### src/rtl/fp_accumulator.sv
// fp_accumulator: sums a frame of signed fixed-point samples and emits one converted result per frame.
// Optional macro FP_ACCUM_SAT_EN: saturate on output overflow (default build wraps).
module fp_accumulator #(
   parameter int WI    = 8,
   parameter int WF    = 32,
   parameter int WIO   = 8,
   parameter int WFO   = 32,
   parameter int CNT_W = 8
) (
   input  logic                 clk,
   input  logic                 reset,
   input  logic [WI+WF-1:0]     A,
   input  logic                 in_valid,
   output logic                 in_ready,
   input  logic [CNT_W-1:0]     len,
   output logic [WIO+WFO-1:0]   out,
   output logic                 out_valid,
   input  logic                 out_ready,
   output logic                 overflow
);
   localparam int IW = WI + WF;
   localparam int AW = WI + CNT_W + WF;
   localparam int SW = WI + CNT_W + WFO;
   localparam int OW = WIO + WFO;

   typedef enum logic [1:0] {S_IDLE, S_ACC, S_HOLD} state_t;

   state_t                r_state, w_state_nxt;
   logic signed [AW-1:0]  r_acc;
   logic [CNT_W-1:0]      r_cnt, r_len_q;
   logic signed [AW-1:0]  w_a_ext, w_sum;
   logic [CNT_W-1:0]      w_len_eff;
   logic [SW-1:0]         w_conv;
   logic [OW-1:0]         w_out;
   logic                  w_ovf, w_last, w_accept;

   assign w_a_ext   = {{CNT_W{A[IW-1]}}, A};
   assign w_sum     = (r_state == S_IDLE) ? w_a_ext : r_acc + w_a_ext;
   assign w_len_eff = (len == '0) ? CNT_W'(1) : len;
   assign w_accept  = in_valid && in_ready;

   always_ff @(posedge clk or posedge reset) begin
      if (reset) r_state <= S_IDLE;
      else       r_state <= w_state_nxt;
   end

   always_comb begin
      w_state_nxt = r_state;
      in_ready    = 1'b0;
      out_valid   = 1'b0;
      w_last      = 1'b0;
      case (r_state)
         S_IDLE: begin
            in_ready = ~reset;
            w_last   = (w_len_eff == CNT_W'(1));
            if (in_valid) w_state_nxt = w_last ? S_HOLD : S_ACC;
         end
         S_ACC: begin
            in_ready = ~reset;
            w_last   = (({1'b0, r_cnt} + (CNT_W+1)'(1)) == {1'b0, r_len_q});
            if (in_valid && w_last) w_state_nxt = S_HOLD;
         end
         S_HOLD: begin
            out_valid = 1'b1;
            if (out_ready) w_state_nxt = S_IDLE;
         end
         default: w_state_nxt = S_IDLE;
      endcase
   end

   // Result is captured from the final sum so it is ready the cycle HOLD is entered.
   always_ff @(posedge clk or posedge reset) begin
      if (reset) begin
         r_acc    <= '0;
         r_cnt    <= '0;
         r_len_q  <= '0;
         out      <= '0;
         overflow <= 1'b0;
      end else if (w_accept) begin
         r_acc <= w_sum;
         if (r_state == S_IDLE) begin
            r_len_q <= w_len_eff;
            r_cnt   <= CNT_W'(1);
         end else begin
            r_cnt   <= r_cnt + CNT_W'(1);
         end
         if (w_last) begin
            out      <= w_out;
            overflow <= w_ovf;
         end
      end
   end

   generate
      if (WFO > WF) begin : g_frac_ext
         assign w_conv = {w_sum, {(WFO-WF){1'b0}}};
      end else if (WFO == WF) begin : g_frac_eq
         assign w_conv = w_sum;
      end else begin : g_frac_trunc
         // Dropping LSBs of a two's-complement value rounds toward minus infinity.
         assign w_conv = w_sum[AW-1:WF-WFO];
      end

      if (SW > OW) begin : g_narrow
         logic [SW-OW:0] w_top;
         assign w_top = w_conv[SW-1:OW-1];
         assign w_ovf = !((&w_top) || !(|w_top));
`ifdef FP_ACCUM_SAT_EN
         assign w_out = !w_ovf ? w_conv[OW-1:0] :
                        (w_conv[SW-1] ? {1'b1, {(OW-1){1'b0}}} : {1'b0, {(OW-1){1'b1}}});
`else
         assign w_out = w_conv[OW-1:0];
`endif
      end else if (SW == OW) begin : g_same
         assign w_ovf = 1'b0;
         assign w_out = w_conv;
      end else begin : g_widen
         assign w_ovf = 1'b0;
         assign w_out = {{(OW-SW){w_conv[SW-1]}}, w_conv};
      end
   endgenerate

endmodule

### config.mk
export PLATFORM = sky130hd
export DESIGN_NAME = fp_accumulator
export DESIGN_NICKNAME = d
export VERILOG_FILES = /design/src/rtl/fp_accumulator.sv
export SDC_FILE = /design/constraint.sdc
export NUM_CORES = 1
export LEC_CHECK = 0
export ABC_AREA = 1
export BUFFER_PORTS_ARGS = -buffer_cell sky130_fd_sc_hd__buf_2
export CAP_MARGIN = 20
export CORE_MARGIN = 1
export CORE_UTILIZATION = 33
export CTS_CLUSTER_DIAMETER = 40
export CTS_CLUSTER_SIZE = 25
export DETAILED_ROUTE_END_ITERATION = 7
export GPL_ROUTABILITY_DRIVEN = 1
export PLACE_DENSITY_LB_ADDON = 0.2
export SLEW_MARGIN = 20
export SYNTH_ARGS = -nofsm -noshare
export SYNTH_HDL_FRONTEND = slang
export SYNTH_SLANG_ARGS = --single-unit
### constraint.sdc
create_clock -name clk -period 3.5 [get_ports clk]
set_input_delay 0.175 -clock clk [delete_from_list [all_inputs] [get_ports clk]]
set_output_delay 0.175 -clock clk [all_outputs]
set_load 0.005 [all_outputs]
-- Yosys cells after proc, flatten, opt, wreduce, memory -nomap -nowiden
Index checks and enable logic that the tools add are counted.
- flip-flop bits (word level): 107
- input bits: 52
- output and inout bits: 43
- add/subtract/negate cells: 3
- equal/unequal tests: 7
- mux-type cells: 11
- bitwise logic cells: 1
- reductions and logical operators: 13
- operators by type and width (kind ; count):
    $add A48 B40 Y48 ; 1
    $mux W48 ; 1
    $mux W8 ; 2
    $add A8 B1 Y9 const B ; 1
    $eq A9 B8 Y1 ; 1
    $reduce_and A9 Y1 ; 1
    $reduce_or A9 Y1 ; 1
    $add A8 B1 Y8 const B ; 1
    $eq A8 B1 Y1 const B ; 1
    $logic_not A8 Y1 ; 1
    $mux W2 ; 4
    $ne A2 B2 Y1 const B ; 3
    $pmux W2 S3 ; 1
    $reduce_and A2 Y1 ; 2
    $reduce_and A3 Y1 ; 1
    $eq A2 B1 Y1 const B ; 1
    $eq A2 B2 Y1 const B ; 1
    $logic_and A1 B1 Y1 ; 2
    $logic_not A1 Y1 ; 2
    $logic_not A2 Y1 ; 1
    $mux W1 ; 2
    $pmux W1 S2 ; 1
    $reduce_or A2 Y1 ; 1
    $logic_or A1 B1 Y1 ; 1
    $not A1 Y1 ; 1

-- Logic depth before layout (Yosys ltp)
Gate-level depths: netlist (run 1).
- depth in word-level cells: 6
- mapped depth: 19
- mapped depth without buffers: 19

-- Worst setup path after synthesis (run 1)
OpenSTA, ideal clock, no wires.
- kind: flip-flop to flip-flop
- start: reg r_acc[0]
- end: reg overflow
- arrival time: 2.128 ns
- data required time: 3.383 ns
- slack: 1.254 ns
- cell stages (with the launch flop): 19
- buffers on the path: 0
- period minus slack after synthesis: 2.246 ns
- path through: dfrtp_1 > ha_1 > fa_1 > nand3_1 > nand3_1 > nand2_1 > nand2_1 > nand2_1 > nand3_1 > nand2_1 > nand2_1 > nand2_1 > nand3_1 > nand2_1 > nand2_1 > nor2_1 > nand3_1 > nand3_1 > nand2_1
- cells in the longest elaborated chain, start to end: 6
- ends and longest elaborated chain (what ; line ; text):
    start, declared ; 29 ; logic signed [AW-1:0] r_acc;
    start signal, assigned ; 80 ; r_acc <= w_sum;
    $add A48 B40 Y48 * ; 38 ; assign w_sum = (r_state == S_IDLE) ? w_a_ext : r_acc + w_a_ext;
    $mux W48 * ; 38 ;
    $reduce_or A9 Y1 ; 107 ; assign w_ovf = !((&w_top) || !(|w_top));
    $logic_not A1 Y1 ; 107 ;
    $logic_or A1 B1 Y1 * ; 107 ;
    $logic_not A1 Y1 * ; 107 ;
    end signal, assigned ; 89 ; overflow <= w_ovf;
    end, declared ; 19 ; output logic overflow
Every way passes the cells marked *; elsewhere a longest branch is shown, timed or not.
A chain may end at the register's enable or synchronous reset.

-- Worst setup path after layout (run 1)
- start: reg r_acc[0]
- end: reg out[36]
- cells in the longest elaborated chain, start to end: 2
- ends and longest elaborated chain (what ; line ; text):
    $add A48 B40 Y48 ; 38 ;
    $mux W48 ; 38 ;
    end signal, assigned ; 88 ; out <= w_out;
    end, declared ; 16 ; output logic [WIO+WFO-1:0] out,
No other way between the ends.

==> results of run 1 <==
-- synthesized netlist by cell type, drive strengths merged --
cell type  number  share of area, %
o21ai         104               7.8
a211oi          1             0.088
o221ai          1              0.10
ha             48               7.0
nand3          50               2.9
nor4            2              0.15
and2            1             0.073
o211ai          2              0.18
a31o            1              0.10
xor2           28               3.0
inv           203               9.0
o22ai           5              0.37
a31oi          11              0.81
fa              1              0.23
nand2         518                23
buf             9               1.1
mux2i           3              0.35
and3            1             0.073
a21oi          41               2.4
clkinv          1             0.044
nor3            7              0.54
dfrtp         107                31
nor2          104               4.7
o21bai          5              0.44
nand4          14               1.1
nand3b          2              0.18
or2             3              0.22
xnor2          17               1.7
clkbuf         21              0.92
-- routing by layer --
metal / up-vias / track usage, % / part of all wire (%)
met3: 12 / 2.241 / 3.0
li1: 4245 / - / -
met2: 127 / 30.19 / 45
met1: 3469 / 25.48 / 51
met4: 0 / 2.931 / 0.69
met5: - / 0 / 0
-- cells by family (layout without fill, tap and decap cells) --
| kind of cell | Yosys count | in the layout | share of synthesized area (%) |
|---|---|---|---|
| XOR/XNOR | 45 | 45 | 4.712 |
| adder cells (fa/ha/maj) | 49 | 49 | 7.281 |
| multiplexers | 3 | 3 | 0.3523 |
| buffers and inverters | 234 | 323 | 11.08 |
| AND/OR/NAND/NOR | 702 | 702 | 32.84 |
| flip-flops | 107 | 107 | 31.42 |
| AO/OA/AOI/OAI | 171 | 171 | 12.32 |
-- through the flow --
step | area [um^2] | utilization (%) | total power (W)
3_3_place_gp | 9320 | 36.91 | 0.006825
4_1_cts | 9604 | 38.03 | 0.007871
3_5_place_dp | 9320 | 36.91 | 0.006833
6_report | 9604 | 38.03 | 0.007781
5_1_grt | 9604 | 38.03 | 0.008665
2_1_floorplan | 8523 | - | 0.005545
-- power groups by stage --
stage,combinational [W],clock (W),sequential [W]
3_5_place_dp,0.00489,0,0.00194
2_1_floorplan,0.00368,0,0.00187
3_3_place_gp,0.00490,0,0.00193
5_1_grt,0.00561,0.00108,0.00197
6_report,0.00486,0.00100,0.00192
4_1_cts,0.00491,0.00103,0.00192
-- critical path: stages (launching register included) --
cell and delay, ns:
dfrtp_1 0.38, ha_1 0.21, fa_1 0.43, nand3_1 0.12
nand3_1 0.17, nand3_1 0.12, nand3b_1 0.22, a31oi_1 0.46
nor2_1 0.11, nor2_1 0.16, xor2_1 0.18, nand2_1 0.09
o211ai_1 0.12, nand2_1 0.07
-- worst max path at each step --
stage	end	slack [ns]	cells past startpoint
6_report	out[36]	0.53	13
5_1_grt	out[36]	0.34	13
4_1_cts	out[36]	0.54	13
3_5_place_dp	out[36]	0.59	13
3_3_place_gp	out[36]	0.60	13
2_1_floorplan	out[0]	0.51	1
-- sequential cells by signal, summed over array words and instances (netlist names) --
| register | cells |
|---|---|
| r_cnt | 8 |
| r_state | 2 |
| out | 40 |
| r_acc | 48 |
| overflow | 1 |
| r_len_q | 8 |
-- final cells by class --
cell class / instances / share of cell area, %
tap: 330 / 4.299
clock inverter: 6 / 0.4690
inverter: 204 / 8.025
sequential: 107 / 27.88
multi-input combinational: 970 / 51.06
clock buffer: 10 / 2.384
timing repair buffer: 103 / 5.888
==> reports/qor.txt, run 1 <==
Status: finished clean
Netlist cell types: 40
PostCTS Resize Cnt: 0
Req. time, crit path: 3.74 ns
Reg clk slew, reported paths: 0.08 ns
Flop-to-flop setup slack: 0.53 ns
Seq/Total Area, Yosys: 31.42%
Worst-Margin Slew: 0.7888 ns
Worst r2r src: r_acc[0]
Initial core utilization: 33.75%
Fill cells: 2838
Crit share post-route: 84.92%
Setup Viol. Count Final: 0
Inserted Diodes: 0
Maximum clock path buffer count: 2
Hold Crit Depth: 3
Die Span X: 162.7 um
Total GRT Usage: 18.17%
Worst Path Max Fanout: 4
Sequential cell area: 2678 um^2
Num CTS Buffers: 9
Vias: 7853
Sw frac: 51.30%
# hold bufs at CTS: 1
Area of the multi-input gates: 4903 um^2
Pre-CTS WS: 0.5863 ns
WL final: 23000 um
Clock Latency Late Sink: 0.36 ns
Die ar.: 26470 um^2
Internal power: 0.003790 W
Area growth from synthesis to layout: 12.68%
Crit path kind: reg2reg
Share of cells above drive strength 1: 12.07%
Synthesis warning total: 0
Core area: 25250 um^2
Final hold slack: 0.03326 ns
Hold Path End: r_len_q[7]
Seq cells post-synth: 107
PortBufs: 94
Routed len/inst: 13.29 um
Die Span Y: 162.7 um
DR iter-0 viols: 586
Final hold viol count: 0
Largest net degree at the start of global routing: 86
Synthesized area: 8523 um^2
Clock sinks: 107
CP Capture Type: register
# Post-CTS Setup Buffers: 0
Static Leakage: 5.404 nW
Critical Path Start: r_acc[0]
Mapped Avg Cell Area: 6.501 um^2
Worst min-delay path startpoint: len[7]
Final Worst Setup Slack: 0.5276 ns
Clk root buf: clkbuf_16
IO Count: 95
Synth Instances: 1311
Total gr overflow: 0
Slew Limit Fails: 0
Detailed Place HPWL: 18390 um
CTS tree: yes
Dpl cells: 1713
Syn_nets: 1412
Fin crit period: 2.972 ns
Hold WC Path Type: in2reg
Max Cap Violations: 0
Layout Cells excl Fill: 1730
GPL Wtd Cong: 0.9063
VDD IR max: 0.0003810 V
Psw: 0.003992 W
Via density per instance: 4.539
Htree depth: 3
Logic pwr share: 62.5%
# rows: 58
Critical Path AT: 3.21 ns
Seq pwr share: 24.7%
DR DRC count: 0
Rel. slew slack: 47.42%
RSZ-0062 raised after global routing: false
Startpoint types: register
Setup TNS: 0 ns
Initial antenna violation count: 0
Detail Route Antenna Nets: 0
P per Cell Area: 810.2 nW/um^2
Layout Nets: 1496
Fmax: 0.3364 GHz
Clock share of power: 12.9%
Commonest non-fill, non-tap cell in the layout: nand2_1
R2r worst-path depth: 13
Worst R2R End: out[36]
Vias in the first global route: 7634
First-pass GRT wire length: 38580 um
DR pass1 iterations: 5
Skew final: 0.01148 ns
Commonest cells after routing, fill and taps aside: 516 x nand2_1, 201 x inv_1, 107 x dfrtp_1
(Power assumes the default switching activity.)
==> run 2, diff against run 1 <==
==> constraint.sdc (replaced) <==
create_clock -name clk -period 2.7 [get_ports clk]
set_input_delay 0.135 -clock clk [delete_from_list [all_inputs] [get_ports clk]]
set_output_delay 0.135 -clock clk [all_outputs]
set_load 0.005 [all_outputs]
==> run 2 against run 1 <==
  * Setup slack got worse by 0.43 ns
  * Clock power rose by 34%
  * Global-route usage rose by 0.28 points
  * Hold slack got worse by 0.0067 ns
  * Final area rose by 3.6%
  * Clock skew rose by 0.0016 ns
  * Wire length rose by 1.0%
  * Clock-buffer cell count fell by 1
  * Core utilization rose by 1.4 points
  * Combinational power rose by 37%
  * Critical path depth rose by 5
  * Critical path type unchanged
  * Critical endpoint is now overflow
  * Largest power group unchanged
==> reports/qor.txt, run 2 (synthesized netlist as in run 1, its figures left out) <==
IO Count: 95
Fin crit period: 2.598 ns
Met2 Use GR: 29.75%
P per Cell Area: 1057 nW/um^2
Initial antenna violation count: 0
Clock Latency Late Sink: 0.37 ns
Crit share post-route: 96.21%
Area after DPL: 9472 um^2
Req. time, crit path: 2.96 ns
Hold Crit Depth: 3
DR pass1 iterations: 5
Area of the multi-input gates: 5026 um^2
Status: finished clean
Critical Path AT: 2.85 ns
PortBufs: 94
First-pass GRT wire length: 38940 um
Maximum clock path buffer count: 2
Clock sinks: 107
Die Span X: 162.7 um
RSZ-0062 raised after global routing: true
GPL Wtd Cong: 0.9034
VDD IR max: 0.0004055 V
Htree depth: 3
Crit path kind: reg2reg
Via density per instance: 4.526
Commonest non-fill, non-tap cell in the layout: nand2_1
Startpoint types: register
Top flop regs: r_acc: 48 flops, out: 40 flops
Reg clk slew, reported paths: 0.09 ns
Worst-Margin Slew: 0.7717 ns
# rows: 58
Routed len/inst: 13.24 um
Setup Viol. Count Final: 0
Hold WC Path Type: in2reg
Fin area: 9948 um^2
CTS tree: yes
Area growth from synthesis to layout: 16.72%
Fmax: 0.3850 GHz
Layout Nets: 1521
Worst Path Max Fanout: 3
Inserted Diodes: 0
Final hold viol count: 0
Core area: 25250 um^2
Clk root buf: clkbuf_16
Initial core utilization: 33.75%
Vias: 7944
DR DRC count: 0
Die Span Y: 162.7 um
Met1 usage: 26.17%
Overall power: 0.01051 W
Fill cells: 2785
Slew Limit Fails: 0
Sequential cell area: 2678 um^2
Largest net degree at the start of global routing: 108
WL final: 23230 um
Static Leakage: 5.543 nW
Total gr overflow: 0
Skew final: 0.01311 ns
Biggest register: r_acc
CP Capture Type: register
Share of cells above drive strength 1: 15.30%
Commonest cells after routing, fill and taps aside: 513 x nand2_1, 201 x inv_1, 107 x dfrtp_1
Die ar.: 26470 um^2
Num CTS Buffers: 9
Final hold slack: 0.02653 ns
Detailed Place HPWL: 18690 um
Setup TNS: 0 ns
Rel. slew slack: 48.55%
Vias in the first global route: 7702
Total GRT Usage: 18.46%
Final core occ: 39.39%
# Post-CTS Setup Buffers: 0
GR Util met3: 2.037%
Most Crowded Layer GR: met2
Max Cap Violations: 0
Detail Route Antenna Nets: 0
Max reg flops: 48
R2r worst-path depth: 18
DR iter-0 viols: 446
run 2: cell type report:
type	instances	area share [%]
Sequential cell	107	26.91
Inverter	204	7.760
Clock buffer	9	2.264
Timing Repair Buffer	128	7.735
Clock inverter	7	0.6540
Tap cell	330	4.150
Multi-Input combinational cell	970	50.52
run 2: metal layers:
layer / vias up / wire (um)
li1: 4288 / -
met4: 0 / 267
met3: 15 / 759
met2: 126 / 10300
met5: - / 0
met1: 3515 / 11900
run 2: where the power goes:
| part | leakage (nW) | internal [W] | switching (W) |
|---|---|---|---|
| Clock | 0.146 | 0.000654 | 0.000690 |
| Combinational | 4.01 | 0.00238 | 0.00430 |
| Sequential | 1.39 | 0.00213 | 0.000362 |
| Total | 5.54 | 0.00516 | 0.00535 |
run 2: path summary, 6_finish.rpt:
path                               start    endpoint  slack (ns)
worst max-delay path            r_acc[0]    overflow        0.10
worst min-delay path              len[5]  r_len_q[5]        0.03
worst max register to register  r_acc[0]    overflow        0.10
worst min register to register   out[24]     out[24]        0.48
max in group asynchronous          reset   r_acc[23]        1.76
min in group asynchronous          reset      out[0]        0.49
run 2: critical path, stage by stage, from the launching register on:
cell and delay [ns]:
dfrtp_1 0.40, ha_1 0.22, fa_2 0.38, nand3_2 0.09, nand3_2 0.12, nand2_1 0.08, nand2_1 0.08, nand2_1 0.08
nand3_2 0.16, nand2_1 0.12, nand2_1 0.06, nand2_1 0.05, nand3_1 0.17, nand2_1 0.11, nand2_1 0.06, nor2_1 0.10
nand3_1 0.08, nand3_1 0.07, nand2_1 0.05
run 2: what timing repair did:
action / in CTS / in global routing
endpoints found under the hold margin: 81 / 0
cloned: 0 / 0
setup endpoints to repair: 5 / 33
hold buffers: 6 / 0
resized for setup: 4 / 29
pin swaps: 0 / 1
run 2: stage by stage:
step,cells,worst slack (ns)
2_1_floorplan,1311,0.4543
5_1_grt,1755,-0.06529
4_1_cts,1755,0.005546
3_5_place_dp,1733,-0.1215
3_3_place_gp,1733,-0.1280
6_report,1755,0.1024
